**src/rtl/pc_seq_ctrl.sv**
```systemverilog
// pc_seq_ctrl: program-counter sequencer with branch/jump/register redirects,
// single-level exception entry and eret return.
module pc_seq_ctrl #(
    parameter logic [31:0] RESET_PC   = 32'h0000_3000,
    parameter logic [31:0] HANDLER_PC = 32'h0000_4180
) (
    input  logic        clk,
    input  logic        reset,
    input  logic        stall,
    input  logic        br_taken,
    input  logic [31:0] br_target,
    input  logic        j_valid,
    input  logic [31:0] j_target,
    input  logic        jr_valid,
    input  logic [31:0] jr_target,
    input  logic        exc_req,
    input  logic [31:0] exc_pc,
    input  logic        exc_bd,
    input  logic        eret,
    output logic [31:0] pc,
    output logic [2:0]  pc_sel,
    output logic [31:0] epc,
    output logic        exl,
    output logic        flush
);
    typedef enum logic {RUN, EXC} state_t;
    typedef enum logic [2:0] {
        SEL_PC4  = 3'b000,
        SEL_BR   = 3'b001,
        SEL_J    = 3'b010,
        SEL_JR   = 3'b011,
        SEL_EPC  = 3'b100,
        SEL_HDLR = 3'b101,
        SEL_HOLD = 3'b111
    } sel_t;
    state_t      state_q, state_d;
    logic [31:0] pc_q, pc_d, epc_q, epc_d, exc_ret;
    sel_t        sel;
    logic        take_exc, take_eret;
    assign take_exc  = !reset && exc_req && state_q == RUN;
    assign take_eret = !reset && eret && state_q == EXC;
    // A delay-slot fault restarts at the branch preceding it.
    assign exc_ret   = exc_bd ? exc_pc - 32'd4 : exc_pc;
    always_comb begin
        sel = take_exc  ? SEL_HDLR :
              take_eret ? SEL_EPC  :
              reset     ? SEL_PC4  :
              stall     ? SEL_HOLD :
              jr_valid  ? SEL_JR   :
              j_valid   ? SEL_J    :
              br_taken  ? SEL_BR   : SEL_PC4;
        pc_d = pc_q + 32'd4;
        case (sel)
            SEL_HDLR: pc_d = HANDLER_PC;
            SEL_EPC:  pc_d = epc_q;
            SEL_HOLD: pc_d = pc_q;
            SEL_JR:   pc_d = jr_target;
            SEL_J:    pc_d = j_target;
            SEL_BR:   pc_d = br_target;
            default:  pc_d = pc_q + 32'd4;
        endcase
        epc_d   = take_exc ? {exc_ret[31:2], 2'b00} : epc_q;
        state_d = take_exc ? EXC : take_eret ? RUN : state_q;
    end
    always_ff @(posedge clk) begin
        if (reset) begin
            pc_q    <= RESET_PC;
            epc_q   <= 32'd0;
            state_q <= RUN;
        end else begin
            pc_q    <= pc_d;
            epc_q   <= epc_d;
            state_q <= state_d;
        end
    end
    assign pc     = pc_q;
    assign epc    = epc_q;
    assign exl    = state_q == EXC;
    assign pc_sel = sel;
    assign flush  = take_exc || take_eret;
endmodule

```
**config.mk**
```make
export PLATFORM = sky130hd
export DESIGN_NAME = pc_seq_ctrl
export DESIGN_NICKNAME = d
export VERILOG_FILES = /design/src/rtl/pc_seq_ctrl.sv
export SDC_FILE = /design/constraint.sdc
export NUM_CORES = 1
export LEC_CHECK = 0
export ABC_AREA = 1
export CORE_UTILIZATION = 36
export CTS_CLUSTER_DIAMETER = 40
export CTS_CLUSTER_SIZE = 10
export DETAILED_ROUTE_END_ITERATION = 16
export GPL_TIMING_DRIVEN = 1
export PLACE_DENSITY_LB_ADDON = 0.15
export SLEW_MARGIN = 5
export SYNTH_ARGS = -nofsm -noshare
export SYNTH_HDL_FRONTEND = slang
export SYNTH_SLANG_ARGS = --single-unit
export TNS_END_PERCENT = 20
```
**constraint.sdc**
```tcl
create_clock -name clk -period 1.72 [get_ports clk]
set_clock_uncertainty 0.1 [all_clocks]
set_input_delay 0.43 -clock clk [delete_from_list [all_inputs] [get_ports clk]]
set_output_delay 0.43 -clock clk [all_outputs]
set_load 0.01 [all_outputs]
```
=== Yosys cells after proc, flatten, opt, wreduce, memory -nomap -nowiden ===
Index checks and enable logic that the tools add are counted.

* Add/sub/neg operators: 2
* Equality and inequality tests: 6
* Multiplexer cells: 11
* Bitwise gates (word level): 1
* Reductions and logical operators: 7

{| class="wikitable"
|+ Operators by type and width
! cell !! number
|-
| one-hot mux 32 bit (6 select lines) || 1
|-
| adder 32 x 3 -> 32 bit (second input constant) || 1
|-
| 2-to-1 mux 32 bit || 1
|-
| subtractor 32 x 3 -> 32 bit (second input constant) || 1
|-
| 2-to-1 mux 3 bit || 4
|-
| == test 3 bit (second input constant) || 3
|-
| == test 3 x 2 -> 1 bit (second input constant) || 2
|-
| logical AND 1 bit || 4
|-
| 2-to-1 mux 2 bit || 2
|-
| == test 3 x 1 -> 1 bit (second input constant) || 1
|-
| 2-to-1 mux 1 bit || 3
|-
| nonzero test 2 bit || 1
|-
| zero test 1 bit || 1
|-
| logical OR 1 bit || 1
|-
| NOT 1 bit || 1
|}

* Flip-flop bits (word level): 63
* Output and inout bits: 69

=== Depth between registers and ports, before layout ===
* Depth in word-level cells: 9
* Gate-level depth with buffers: 14

=== Worst setup path after synthesis ===
OpenSTA, ideal clock, no wires.

* Path type: register -> register
* From: reg state_q (netlist: exl)
* To: reg pc_q[22] (netlist: pc[22])
* Setup time: 117 ps
* Arrival: 1594 ps
* Required time: 1503 ps
* Setup slack: -91 ps
* Cell stages (with the launch flop): 11
* Path buffers: 1
* Cells stage by stage: dfxtp_1 -> inv_1 -> nand3_2 -> buf_4 -> nand2_1 -> a31oi_1 -> nand2_2 -> o21ai_0 -> nand2_1 -> nand2_1 -> a21oi_1

* Longest elaborated chain between the ends: 5
* Elaborated cells between the ends (all ways): 12
* Those cells by class: eq/ne (6); mux (3); bitwise (1); reduce/logical (2)

{| class="wikitable"
|+ RTL lines
! item !! RTL line !! RTL
|-
| start, declared || 36 || <nowiki>state_t state_q, state_d;</nowiki>
|-
| start signal, assigned || 73 || <nowiki>state_q <= state_d;</nowiki>
|-
| logical AND 1 bit or NOT 1 bit (tied branches) || 41, 40 ||
|-
| 2-to-1 mux 3 bit or logical AND 1 bit (tied branches) || 46, 40 ||
|-
| 2-to-1 mux 3 bit (*) || 45 || <nowiki>sel = take_exc ? SEL_HDLR :</nowiki>
|-
| == test 3 x 1 -> 1 bit (tied with other cells) || 53 || <nowiki>case (sel)</nowiki>
|-
| one-hot mux 32 bit (6 select lines) || 53 ||
|-
| end signal, assigned || 71 || <nowiki>pc_q <= pc_d;</nowiki>
|-
| end, declared || 37 || <nowiki>logic [31:0] pc_q, pc_d, epc_q, epc_d, exc_ret;</nowiki>
|}

Mark *: on every way between the ends. The rest lies on a longest branch, timed or not.
A chain may end at the register's enable or synchronous reset.

=== Worst setup path in the final report ===
* From: reg state_q (netlist: exl)
* To: reg pc_q[24] (netlist: pc[24])

Same word-level chain as after synthesis.

==> flow_summary.yaml <==
final_layout:
  flow.area_growth_from_synthesis_pct: 90.0
  nNetsFinal: 1386
  nFillCells: 1112
  finalInstanceArea_um2: 9500
  drive_gt1_share_pct: 27.9
clock_tree:
  root_buffer: "clkbuf_16"
  cts_tree: "done"
  clock-sinks: 63
  clockBufferDepth: 2
  cts_hold_buf: 0
  htree_num_levels: 3
  cts_made_buffers: 9
  clk_pin_slew_ps: 50
  clkLatencyLatePin_ps: 330
floorplan:
  rows: 42
  die_h_um: 120
  start_util_pct: 37.3
  core-area_um2: 13400
  die-area_um2: 14400
  die_w_um: 120
  io_pins: 206
placement:
  hpwl_mm: 16.2
  routabilityCongestion: 0.932
  placed_area_um2: 8250
  io_buffers: 201
worst_setup_path:
  crit_type: "reg -> reg"
  required_ps: 1840
  start_kind: "flop"
  r2r_setup_slack_ps: -160
  worstSetupEndpointType: "flop"
  crit_arrival_ps: 2000
  crit_path_start: "exl"
  timing.rr.end: "pc[24]"
  r2r_start: "exl"
  path_max_fanout: 6
  ff2ff_path_depth: 13
synth:
  ys_seq_area_share_pct: 25.2
  syn_avg_cell_area_um2: 5.66
  muxShareOfSynthArea_pct: 0.200
  synth_cell_types: 39
  ys_warn_count: 0
  synth_top_family_by_area: "simple AND/OR/NAND/NOR gates"
  synth_compound_area_share_pct: 12.9
  synthXorXnorAreaFrac_pct: 4.73
  synthesis.area_um2: 5000
  synthesis.instances: 883
  ys_seq_elements: 63
  synthSimpleGateAreaFrac_pct: 44.9
  synthAdderAreaFrac_pct: 0.500
hold_path:
  whs_endpoint: "epc[7]"
  hold_depth: 3
  hold_path.class: "in -> reg"
  hp-start: "exc_pc[7]"
routing:
  wl_per_cell_um: 15.6
  wl_mm: 22.3
  drc_errors: 0
  drtIter0Drc: 499
  via_per_inst: 5.00
  drt-pass1-iter-count: 5
  vias: 7141
  antenna_left: 0
sta:
  post-route-period-util_pct: 109
  setup_slack_ps: -159
  hold_slack_ps: 347
  period_needed_ps: 1880
  hold_viol: 0
  slew_viol_final: 0
  rsz0062_at_grt: "true"
  setup_viol: 38
  fmax_mhz: 532
power_and_ir_drop:
  clkPwrFrac_pct: 29.4
  pwr_density_cell_nw_per_um2: 605
  seq_power_share_pct: 31.4
  switching_share_pct: 33.1
  vdd_ir_drop_max_v: 0.000482
  p_total_mw: 5.74
  p_int_mw: 3.84
  power_leakage_nw: 4.73
  p_sw_mw: 1.90
  pwr-share-comb_pct: 39.3
status:
  violations: "setup timing"
  status: "finished, violations left"
global_routing:
  grt_pass1_wl_mm: 34.0
  grtUsageTotal_pct: 30.6
  grt-busiest-layer: "met2"
  globalRouteMet3Util_pct: 5.13
  grt_max_degree: 32
  antenna_found_initial: 1
  grt_pass1_vias: 6759
  use_met2_pct: 51.9
  use_met1_pct: 38.6
  grt_remaining_overflow: 0
flow_run:
  cap_violations: 0
[how the worst max path moves through the flow]
stage / depth (start not counted) / endpoint
detailed placement: 6 / pc_sel[0]
global placement: 6 / pc_sel[0]
finish: 13 / pc[24]
CTS: 12 / pc[22]
global route: 12 / pc[2]
floorplan: 10 / epc[24]
[critical path, cell delays in order, from the launching register on]
cell and delay (ps):
dfxtp_4 390, inv_4 40, nand3_4 160, buf_12 130, nand4_1 150, nand2_4 120
nor2_4 50, buf_12 130, buf_12 130, buf_4 130, nand2_4 60, nand3_2 60
nand2_1 60, inv_1 40
[cell usage after synthesis]
cell type / n / area, µm²
o21ai_0: 56 / 280
nand3_1: 60 / 300
inv_1: 101 / 379
o21ai_1: 4 / 20.0
clkbuf_1: 17 / 63.8
mux2i_1: 1 / 10.0
nor2_2: 1 / 6.26
nand4_1: 25 / 156
nand3_4: 1 / 17.5
a21boi_0: 7 / 52.6
dfxtp_1: 63 / 1260
ha_1: 2 / 25.0
nand2_4: 1 / 11.3
a211oi_1: 2 / 15.0
and3_1: 1 / 6.26
nor3_1: 12 / 60.1
and2_1: 1 / 6.26
o31ai_1: 1 / 7.51
buf_2: 4 / 20.0
inv_2: 4 / 15.0
buf_4: 12 / 90.1
xor2_1: 21 / 184
nor3b_1: 1 / 7.51
a31oi_1: 11 / 68.8
xnor2_1: 6 / 52.6
nand2_2: 2 / 12.5
o21a_1: 1 / 7.51
a21oi_2: 1 / 8.76
nor4_1: 2 / 12.5
a22oi_1: 4 / 30.0
clkinv_1: 1 / 3.75
nor2_4: 3 / 33.8
nand2_1: 292 / 1100
or2_2: 1 / 6.26
conb_1: 1 / 3.75
nand3b_1: 3 / 22.5
nand3_2: 3 / 30.0
nor2_1: 123 / 462
a21oi_1: 31 / 155
[area by class of cell]
type / instances / area, µm² / area share, %
multi-input cells: 683 / 3700 / 39.0
repair buffers: 384 / 3610 / 38.0
flip-flops and latches: 63 / 1290 / 13.6
inverters: 106 / 408 / 4.29
clock buffers: 13 / 260 / 2.74
well taps: 176 / 220 / 2.32
clock inverters: 1 / 5.00 / 0.0527
diodes: 1 / 2.50 / 0.0263
[power groups by stage]
stage	combinational (mW)	sequential (mW)	clock, mW
final	2.26	1.80	1.69
after global routing	2.43	1.82	1.75
after CTS	2.16	1.79	1.69
after detailed placement	1.94	1.81	0
after global placement	1.92	1.81	0
after floorplan	0.714	1.86	0
[sequential cells by signal, summed over array words and instances, names as in the netlist]
signal and cells:
pc 32, epc 30, exl 1
[placed cells by master (no fill, tap or decap), drive strengths merged, types with 25 or more instances in the layout]
cell | netlist | layout
clkdlybuf4s50 | 0 | 105
o21ai | 60 | 60
nand4 | 25 | 25
dlygate4sd2 | 0 | 72
buf | 16 | 188
nand3 | 64 | 64
dfxtp | 63 | 63
nand2 | 295 | 296
nor2 | 127 | 127
inv | 105 | 105
a21oi | 32 | 32
[through the flow]
stage | worst slack [ps] | cells | setup TNS [ps] | util, %
2_1_floorplan | -61.9 | 884 | -155 | -
3_3_place_gp | -794 | 1374 | -38580 | 61.5
3_5_place_dp | -800 | 1374 | -39830 | 61.5
4_1_cts | -152 | 1417 | -3640 | 68.5
5_1_grt | -243 | 1427 | -7370 | 70.9
6_report | -159 | 1427 | -3580 | 70.9
[logic make-up (layout without fill, tap and decap cells)]
family	Yosys count	after routing
other cells	1	3
xor+xnor	27	27
simple gates	532	533
buf+inv	139	504
compound gates	118	118
mux	1	1
fa+ha+maj	2	2
flops	63	63
[what timing repair did]
action	CTS	global route
pin swaps	54	48
setup endpoints to repair	120	57
buffers inserted	23	11
resized for setup	235	92
cloned	6	0
[routing by layer]
| layer | vias to the layer above | part of all wire, % |
|---|---|---|
| met3 | 46 | 6.8 |
| met2 | 290 | 48 |
| met5 | - | 0 |
| met4 | 0 | 3.1 |
| li1 | 3550 | - |
| met1 | 3255 | 42 |
Note: power is estimated with default switching activity, not from simulation.
